`config.mk`:
```
export PLATFORM = sky130hd
export DESIGN_NAME = scr1_dmem_port_sel
export DESIGN_NICKNAME = d
export VERILOG_FILES = /design/src/rtl/scr1_dmem_port_sel_pkg.sv /design/src/rtl/scr1_dmem_port_sel.sv
export SDC_FILE = /design/constraint.sdc
export NUM_CORES = 1
export LEC_CHECK = 0
export ABC_AREA = 1
export BUFFER_PORTS_ARGS = -buffer_cell sky130_fd_sc_hd__clkbuf_2
export CAP_MARGIN = 0
export CORE_AREA = 2 2 121 123
export DETAILED_ROUTE_END_ITERATION = 12
export DIE_AREA = 0 0 123 125
export SYNTH_ARGS = -nofsm -noshare
export SYNTH_HDL_FRONTEND = slang
export SYNTH_SLANG_ARGS = --single-unit
```
`constraint.sdc`:
```
create_clock -name clk -period 1.5 [get_ports clk]
set_clock_uncertainty 0.15 [all_clocks]
set_input_delay 0.3 -clock clk [delete_from_list [all_inputs] [get_ports clk]]
set_output_delay 0.3 -clock clk [all_outputs]
set_load 0.02 [all_outputs]
```
`src/rtl/scr1_dmem_port_sel_pkg.sv`:
```
// Shared memory-interface types and widths for the data-memory port selector.
// Encodings follow the common SCR1 memif header so both ports speak the same protocol.
package scr1_dmem_port_sel_pkg;

  localparam int SCR1_DMEM_AWIDTH = 32;
  localparam int SCR1_DMEM_DWIDTH = 32;

  typedef enum logic {
    SCR1_MEM_CMD_RD = 1'b0,
    SCR1_MEM_CMD_WR = 1'b1
  } type_scr1_mem_cmd_e;

  typedef enum logic [1:0] {
    SCR1_MEM_WIDTH_BYTE  = 2'b00,
    SCR1_MEM_WIDTH_HWORD = 2'b01,
    SCR1_MEM_WIDTH_WORD  = 2'b10,
    SCR1_MEM_WIDTH_ERROR = 2'b11
  } type_scr1_mem_width_e;

  typedef enum logic [1:0] {
    SCR1_MEM_RESP_NOTRDY = 2'b00,
    SCR1_MEM_RESP_RDY_OK = 2'b01,
    SCR1_MEM_RESP_RDY_ER = 2'b10
  } type_scr1_mem_resp_e;

  // A response that completes the outstanding transaction, good or bad.
  function automatic logic scr1_mem_resp_done(input type_scr1_mem_resp_e resp);
    return (resp == SCR1_MEM_RESP_RDY_OK) || (resp == SCR1_MEM_RESP_RDY_ER);
  endfunction

endpackage

```
`src/rtl/scr1_dmem_port_sel.sv`:
```
// Routes LSU data-memory requests to one of two ports by address and returns the
// response of the port that owns the single outstanding transaction.
module scr1_dmem_port_sel
  import scr1_dmem_port_sel_pkg::*;
#(
  parameter logic [SCR1_DMEM_AWIDTH-1:0] SCR1_PORT1_ADDR_MASK    = 32'hFFFF_0000,
  parameter logic [SCR1_DMEM_AWIDTH-1:0] SCR1_PORT1_ADDR_PATTERN = 32'h0048_0000
) (
  input  logic                        rst_n,
  input  logic                        clk,
  // LSU side
  input  logic                        dmem_req,
  input  type_scr1_mem_cmd_e          dmem_cmd,
  input  type_scr1_mem_width_e        dmem_width,
  input  logic [SCR1_DMEM_AWIDTH-1:0] dmem_addr,
  input  logic [SCR1_DMEM_DWIDTH-1:0] dmem_wdata,
  output logic                        dmem_req_ack,
  output logic [SCR1_DMEM_DWIDTH-1:0] dmem_rdata,
  output type_scr1_mem_resp_e         dmem_resp,
  // Port 0 (default)
  input  logic                        port0_req_ack,
  output logic                        port0_req,
  output type_scr1_mem_cmd_e          port0_cmd,
  output type_scr1_mem_width_e        port0_width,
  output logic [SCR1_DMEM_AWIDTH-1:0] port0_addr,
  output logic [SCR1_DMEM_DWIDTH-1:0] port0_wdata,
  input  logic [SCR1_DMEM_DWIDTH-1:0] port0_rdata,
  input  type_scr1_mem_resp_e         port0_resp,
  // Port 1 (address-decoded window)
  input  logic                        port1_req_ack,
  output logic                        port1_req,
  output type_scr1_mem_cmd_e          port1_cmd,
  output type_scr1_mem_width_e        port1_width,
  output logic [SCR1_DMEM_AWIDTH-1:0] port1_addr,
  output logic [SCR1_DMEM_DWIDTH-1:0] port1_wdata,
  input  logic [SCR1_DMEM_DWIDTH-1:0] port1_rdata,
  input  type_scr1_mem_resp_e         port1_resp
);

  typedef enum logic {
    FSM_IDLE = 1'b0,
    FSM_WAIT = 1'b1
  } fsm_e;

  typedef enum logic {
    PORT0 = 1'b0,
    PORT1 = 1'b1
  } port_sel_e;

  fsm_e                        fsm, fsm_nxt;
  port_sel_e                   sel_r, sel_r_nxt, sel_nxt;
  logic                        req_allowed;
  logic                        sel_nxt_req_ack;
  logic                        req_accepted;
  type_scr1_mem_resp_e         sel_r_resp;
  logic [SCR1_DMEM_DWIDTH-1:0] sel_r_rdata;

  assign sel_nxt = ((dmem_addr & SCR1_PORT1_ADDR_MASK) == SCR1_PORT1_ADDR_PATTERN)
                 ? PORT1 : PORT0;

  assign sel_r_resp      = (sel_r == PORT1) ? port1_resp  : port0_resp;
  assign sel_r_rdata     = (sel_r == PORT1) ? port1_rdata : port0_rdata;
  assign sel_nxt_req_ack = (sel_nxt == PORT1) ? port1_req_ack : port0_req_ack;

  // A new request may issue when idle, or in the very cycle the owner completes.
  assign req_allowed  = (fsm == FSM_IDLE) || scr1_mem_resp_done(sel_r_resp);
  assign dmem_req_ack = dmem_req & req_allowed & sel_nxt_req_ack;
  assign req_accepted = dmem_req & dmem_req_ack;

  assign port0_req = dmem_req & (sel_nxt == PORT0) & req_allowed;
  assign port1_req = dmem_req & (sel_nxt == PORT1) & req_allowed;

  assign port0_cmd   = dmem_cmd;
  assign port0_width = dmem_width;
  assign port0_addr  = dmem_addr;
  assign port0_wdata = dmem_wdata;
  assign port1_cmd   = dmem_cmd;
  assign port1_width = dmem_width;
  assign port1_addr  = dmem_addr;
  assign port1_wdata = dmem_wdata;

  assign dmem_resp  = (fsm == FSM_WAIT) ? sel_r_resp  : SCR1_MEM_RESP_NOTRDY;
  assign dmem_rdata = (fsm == FSM_WAIT) ? sel_r_rdata : '0;

  always_comb begin
    // NOTE: defaults first so every path assigns every output and no latch is inferred.
    fsm_nxt   = fsm;
    sel_r_nxt = sel_r;
    if (req_accepted) begin
      fsm_nxt   = FSM_WAIT;
      sel_r_nxt = sel_nxt;
    end else if ((fsm == FSM_WAIT) && scr1_mem_resp_done(sel_r_resp)) begin
      fsm_nxt = FSM_IDLE;
    end
  end

  always_ff @(posedge clk or negedge rst_n) begin
    // NOTE: non-blocking assignments so every register samples pre-edge values.
    if (!rst_n) begin
      fsm   <= FSM_IDLE;
      sel_r <= PORT0;
    end else begin
      fsm   <= fsm_nxt;
      sel_r <= sel_r_nxt;
    end
  end

`ifdef SCR1_SIM_ENV
  a_req_known:  assert property (@(posedge clk) disable iff (!rst_n) !$isunknown(dmem_req));
  a_fsm_known:  assert property (@(posedge clk) disable iff (!rst_n) !$isunknown(fsm));
  a_sel_known:  assert property (@(posedge clk) disable iff (!rst_n) !$isunknown(sel_r));
  a_req_onehot: assert property (@(posedge clk) disable iff (!rst_n)
                                 $onehot0({port1_req, port0_req}));
`endif

endmodule

```
# Word-level counts from Yosys, hierarchy flattened
# Index checks and enable logic that the tools add are counted.
[totals]
ff_bits = 2
in_bits = 140
output_inout_bits = 171
word_cells = 26
[classes]
n_eq_ne = 3
mux = 8
bitwise_logic = 9
reduce_logical = 4
[ops]
columns = ["operator", "count"]
rows = [
  ["2-to-1 mux 32 bit", 2],
  ["equality test 16 x 7 -> 1 bit, second input constant", 1],
  ["AND 1 bit", 7],
  ["2-to-1 mux 1 bit", 4],
  ["2-to-1 mux 2 bit", 2],
  ["equality test 2 x 1 -> 1 bit, second input constant", 1],
  ["equality test 2 bit, second input constant", 1],
  ["logical OR 1 bit", 2],
  ["inverter 1 bit", 2],
  ["nonzero test 2 bit", 1],
  ["logical AND 1 bit", 1],
]

# Depth between registers and ports, before layout
[logic_depth]
depth_word = 8
mapped_depth = 10
depth_no_buf = 10

# Least setup slack after synthesis
# No wires, ideal clock.
[synth_path]
path_kind = "reg-to-output"
startpoint = "reg sel_r"
endpoint = "out dmem_rdata[0]"
arrival_ns = 1.130
t_required_ns = 1.050
path_slack_ns = -0.080
stages_incl_launch_ff = 5
n_path_buf = 1
cell_sequence = "dfrtp_1 -> inv_2 -> clkbuf_1 -> nor2_1 -> nor2_1"
[synth_between]
elab_chain_len = 2
[synth_rtl]
columns = ["item", "line_no", "text"]
rows = [
  ["start, declared", "scr1_dmem_port_sel.sv:51", "port_sel_e sel_r, sel_r_nxt, sel_nxt;"],
  ["start signal, assigned", "scr1_dmem_port_sel.sv:104", "sel_r <= sel_r_nxt;"],
  ["2-to-1 mux 32 bit", "scr1_dmem_port_sel.sv:62", "assign sel_r_rdata = (sel_r == PORT1) ? port1_rdata : port0_rdata;"],
  ["2-to-1 mux 32 bit", "scr1_dmem_port_sel.sv:83", "assign dmem_rdata = (fsm == FSM_WAIT) ? sel_r_rdata : '0;"],
  ["end, declared", "scr1_dmem_port_sel.sv:18", "output logic [SCR1_DMEM_DWIDTH-1:0] dmem_rdata,"],
]
# No other way between the ends.

# Worst setup path in the final report
[layout_path]
startpoint = "reg sel_r"
endpoint = "out dmem_req_ack"
[layout_between]
elab_chain_len = 6
elab_cells_between_ends = 7
cone_classes = "2 x eq/ne; 1 x mux; 2 x bitwise; 2 x reduce/logical"
[layout_rtl]
columns = ["item", "line_no", "text"]
rows = [
  ["2-to-1 mux 2 bit *", "scr1_dmem_port_sel.sv:61", "assign sel_r_resp = (sel_r == PORT1) ? port1_resp : port0_resp;"],
  ["equality test 2 x 1 -> 1 bit or equality test 2 bit (tied branches)", "scr1_dmem_port_sel_pkg.sv:28", "return (resp == SCR1_MEM_RESP_RDY_OK) || (resp == SCR1_MEM_RESP_RDY_ER);"],
  ["logical OR 1 bit *", "scr1_dmem_port_sel_pkg.sv:28", ""],
  ["logical OR 1 bit *", "scr1_dmem_port_sel.sv:66", "assign req_allowed = (fsm == FSM_IDLE) || scr1_mem_resp_done(sel_r_resp);"],
  ["AND 1 bit * (2 in a row)", "scr1_dmem_port_sel.sv:67", "assign dmem_req_ack = dmem_req & req_allowed & sel_nxt_req_ack;"],
  ["end, declared", "scr1_dmem_port_sel.sv:17", "output logic dmem_req_ack,"],
]
# Every way passes the cells marked *; elsewhere a longest branch is shown, timed or not.

==> impl_metrics.env <==
export IMPL_wl_met3_mm=1.03
export IMPL_crit_slowest_cell="dfrtp_2"
export IMPL_rsz0062_at_grt="yes"
export IMPL_highest_layer="met5"
export IMPL_worstPathRequired_ps=1050
export IMPL_maxSlewViolCount=0
export IMPL_h_tree_depth=1
export IMPL_fmax_ghz=0.527
export IMPL_fin_util=0.203
export IMPL_crit_start="sel_r"
export IMPL_num_antenna_cells=0
export IMPL_grt_ovfl_total=0
export IMPL_synth_top_area_cell="buf_4"
export IMPL_clock_sinks=2
export IMPL_synth_most_common_cell="buf_4"
export IMPL_syn_num_nets=451
export IMPL_synth_top_area_frac=0.560
export IMPL_syn_cell_area_mm2=0.00180
export IMPL_startpoint_type="flop"
export IMPL_synth_edf_count=0
export IMPL_max_stage_delay_ps=430
export IMPL_syn_area_per_cell_um2=5.77
export IMPL_cp_common_cell="nand2_2"
export IMPL_synth_flop_cell="dfrtp_1"
export IMPL_status="finished, violations left"
export IMPL_ys_seq_area_frac=0.0279
export IMPL_gp_congestion=0.685
export IMPL_powerDensity_mw_per_mm2=456
export IMPL_clockRootBuffer="clkbuf_16"
export IMPL_critPathCaptureType="primary output"
export IMPL_grt_start_max_net_pins=16
export IMPL_start_util=0.126
export IMPL_antenna_found_initial=0
export IMPL_path_cells="buf_6, nand2_2, nand2_2, nand2_2, nand3_4, nand2_4, inv_2, nand2_2, inv_2, buf_8"
export IMPL_drtAntennaViolNets=0
export IMPL_numCtsBuffers=3
export IMPL_fin_crit_ps=1900
export IMPL_synthArstFlopShare=1.00
export IMPL_internal_power_w=0.000809
export IMPL_power_w=0.00132
export IMPL_tritoncts="yes"
export IMPL_arrival_ps=1450
export IMPL_ys_top_cells_by_count="buf_4 (134), nor2_1 (87), o21ai_0 (32), nand2_1 (26), inv_1 (9)"
export IMPL_crit_fanout=6
export IMPL_drt_initial_drc_count=50
export IMPL_fin_crit_sh=1.27
export IMPL_cap_violations=0
export IMPL_grt_use_total=0.0800
export IMPL_hpwlAfterDp_mm=5.33
export IMPL_yosys_warnings=0
export IMPL_num_vias=1974
export IMPL_totalWireLength_mm=6.80
export IMPL_worstSkewPairLatency_ps=220
export IMPL_combPwrFrac=0.651
export IMPL_swShare=0.386
export IMPL_finalHoldViolCount=0
export IMPL_p_sw_w=0.000508
export IMPL_n_fill_cell=1597
export IMPL_crit_end="dmem_req_ack"
export IMPL_grt_pass1_vias=1822
export IMPL_first_pass_iters=4
export IMPL_synthTopCellsByArea="buf_4 (56%), nor2_1 (18%), o21ai_0 (8.9%)"
export IMPL_finalSetupViolCount=39
export IMPL_grt_pass1_wl_mm=9.14
export IMPL_ys_ff_latch=2
export IMPL_p_clk_frac=0.303
export IMPL_drcViolationCount=0
export IMPL_drive_gt1_frac=0.769
export IMPL_path_class="flop to primary output"
export IMPL_via_per_inst=3.49
export IMPL_reg2reg_from="sel_r"
export IMPL_hp_class="input pin to flop"
export IMPL_violations="setup timing"
export IMPL_die_w_um=123
export IMPL_wl_per_cell_um=12.0
export IMPL_maxSlewHeadroom=0.843
export IMPL_wl_met2_mm=3.35
export IMPL_io_buffers=157
export IMPL_r2r_cells=13
export IMPL_ir_drop_mv=0.256
export IMPL_areaGrowthSynthToFinish_pct=60.8
export IMPL_io_pins=311
export IMPL_rrSetupSlack_ps=-250
export IMPL_p_seq_frac=0.046
export IMPL_m1WireLength_mm=2.20
export IMPL_die_area_mm2=0.0154
export IMPL_nNetsFinal=523
export IMPL_worstMarginPinSlew_ps=233
export IMPL_setup_ws_ps=-399
export IMPL_ctsLongestPathBuffers=2
export IMPL_synth_cells=311
export IMPL_synth_distinct_cells=16
export IMPL_static_leakage_power_nw=1.49
export IMPL_rr_endpoint="sel_r"
export IMPL_clk_pin_slew_worst_paths_ps=30
export IMPL_die_y_um=125
export IMPL_core_area_mm2=0.0142
export IMPL_rows=44
metal layers:
layer / up-vias / global-route usage
met5: - / 0.0197
met4: 2 / 0.0381
met3: 24 / 0.0484
met2: 174 / 0.145
met1: 818 / 0.0665
li1: 956 / -
per-stage QoR:
step	hold slack [ps]	instances	instance area, um^2	setup slack, ps	TNS [ps]
after floorplan	-146	311	1870	-16.8	-504
after global placement	-62.3	543	2110	-238	-4130
after detailed placement	-62.3	543	2110	-249	-4630
after CTS	206	560	2760	-426	-12660
after global routing	211	565	2890	-480	-15030
final	182	565	2890	-399	-12500
timing repair:
item                                    CTS  global route
resized for setup                       127            27
endpoints found under the setup margin   39            39
setup buffers                            11             6
pin swaps                                23            14
hold buffers                              1             0
hold endpoints to repair                  2             0
cloned                                    3             0
kinds of logic after synthesis:
family | count (synthesis) | share of synthesized area
and+or+nand+nor | 122 | 0.275
DFF | 2 | 0.0279
AOI/OAI and AO/OA | 32 | 0.0892
buffers and inverters | 155 | 0.608
power groups by stage:
stage          Combinational [W]  Clock [W]  Sequential, W
6_report                0.000857   0.000399      0.0000608
5_1_grt                 0.000922   0.000412      0.0000617
4_1_cts                 0.000832   0.000409      0.0000611
3_5_place_dp            0.000674          0      0.0000611
3_3_place_gp            0.000672          0      0.0000610
2_1_floorplan           0.000777          0      0.0000632
sequential cells by signal, summed over array words and instances (netlist names):
signal and cells:
fsm 1, sel_r 1
cell usage in the layout, fill, tap and decap left out, types with 2 or more instances in the layout:
cell type  instances
clkbuf_2         123
nor2_2            48
buf_4             36
nor2_1            35
clkbuf_8          25
nand2_1           19
o21ai_0           15
buf_6             14
nand2_2           11
inv_1              8
o21ai_1            7
o21ai_2            6
nor2_4             5
o21ai_4            4
buf_8              4
clkbuf_16          3
buf_12             3
inv_2              2
buf_16             2
buf_2              2
final cells by class:
| cell class | instances | area [um^2] | share of cell area |
|---|---|---|---|
| clock buffer | 3 | 75.1 | 0.0260 |
| timing repair buffer | 211 | 1590 | 0.551 |
| tap | 184 | 230 | 0.0798 |
| sequential | 2 | 51.3 | 0.0178 |
| multi-input combinational | 154 | 896 | 0.310 |
| inverter | 11 | 43.8 | 0.0152 |
critical path, delay by kind of cell (launching register included):
kind	cells	cell delay [ps]
flops	1	430
buf+inv	4	350
simple gates	6	450
how the worst min path moves through the flow:
stage,start,to,slack [ps],cells past startpoint
2_1_floorplan,rst_n,fsm,-150,0
3_3_place_gp,rst_n,sel_r,-60,1
3_5_place_dp,rst_n,sel_r,-60,1
4_1_cts,port1_req_ack,sel_r,210,3
5_1_grt,port1_req_ack,sel_r,210,3
6_report,port1_req_ack,sel_r,180,3
Note: power is estimated with default switching activity, not from simulation.
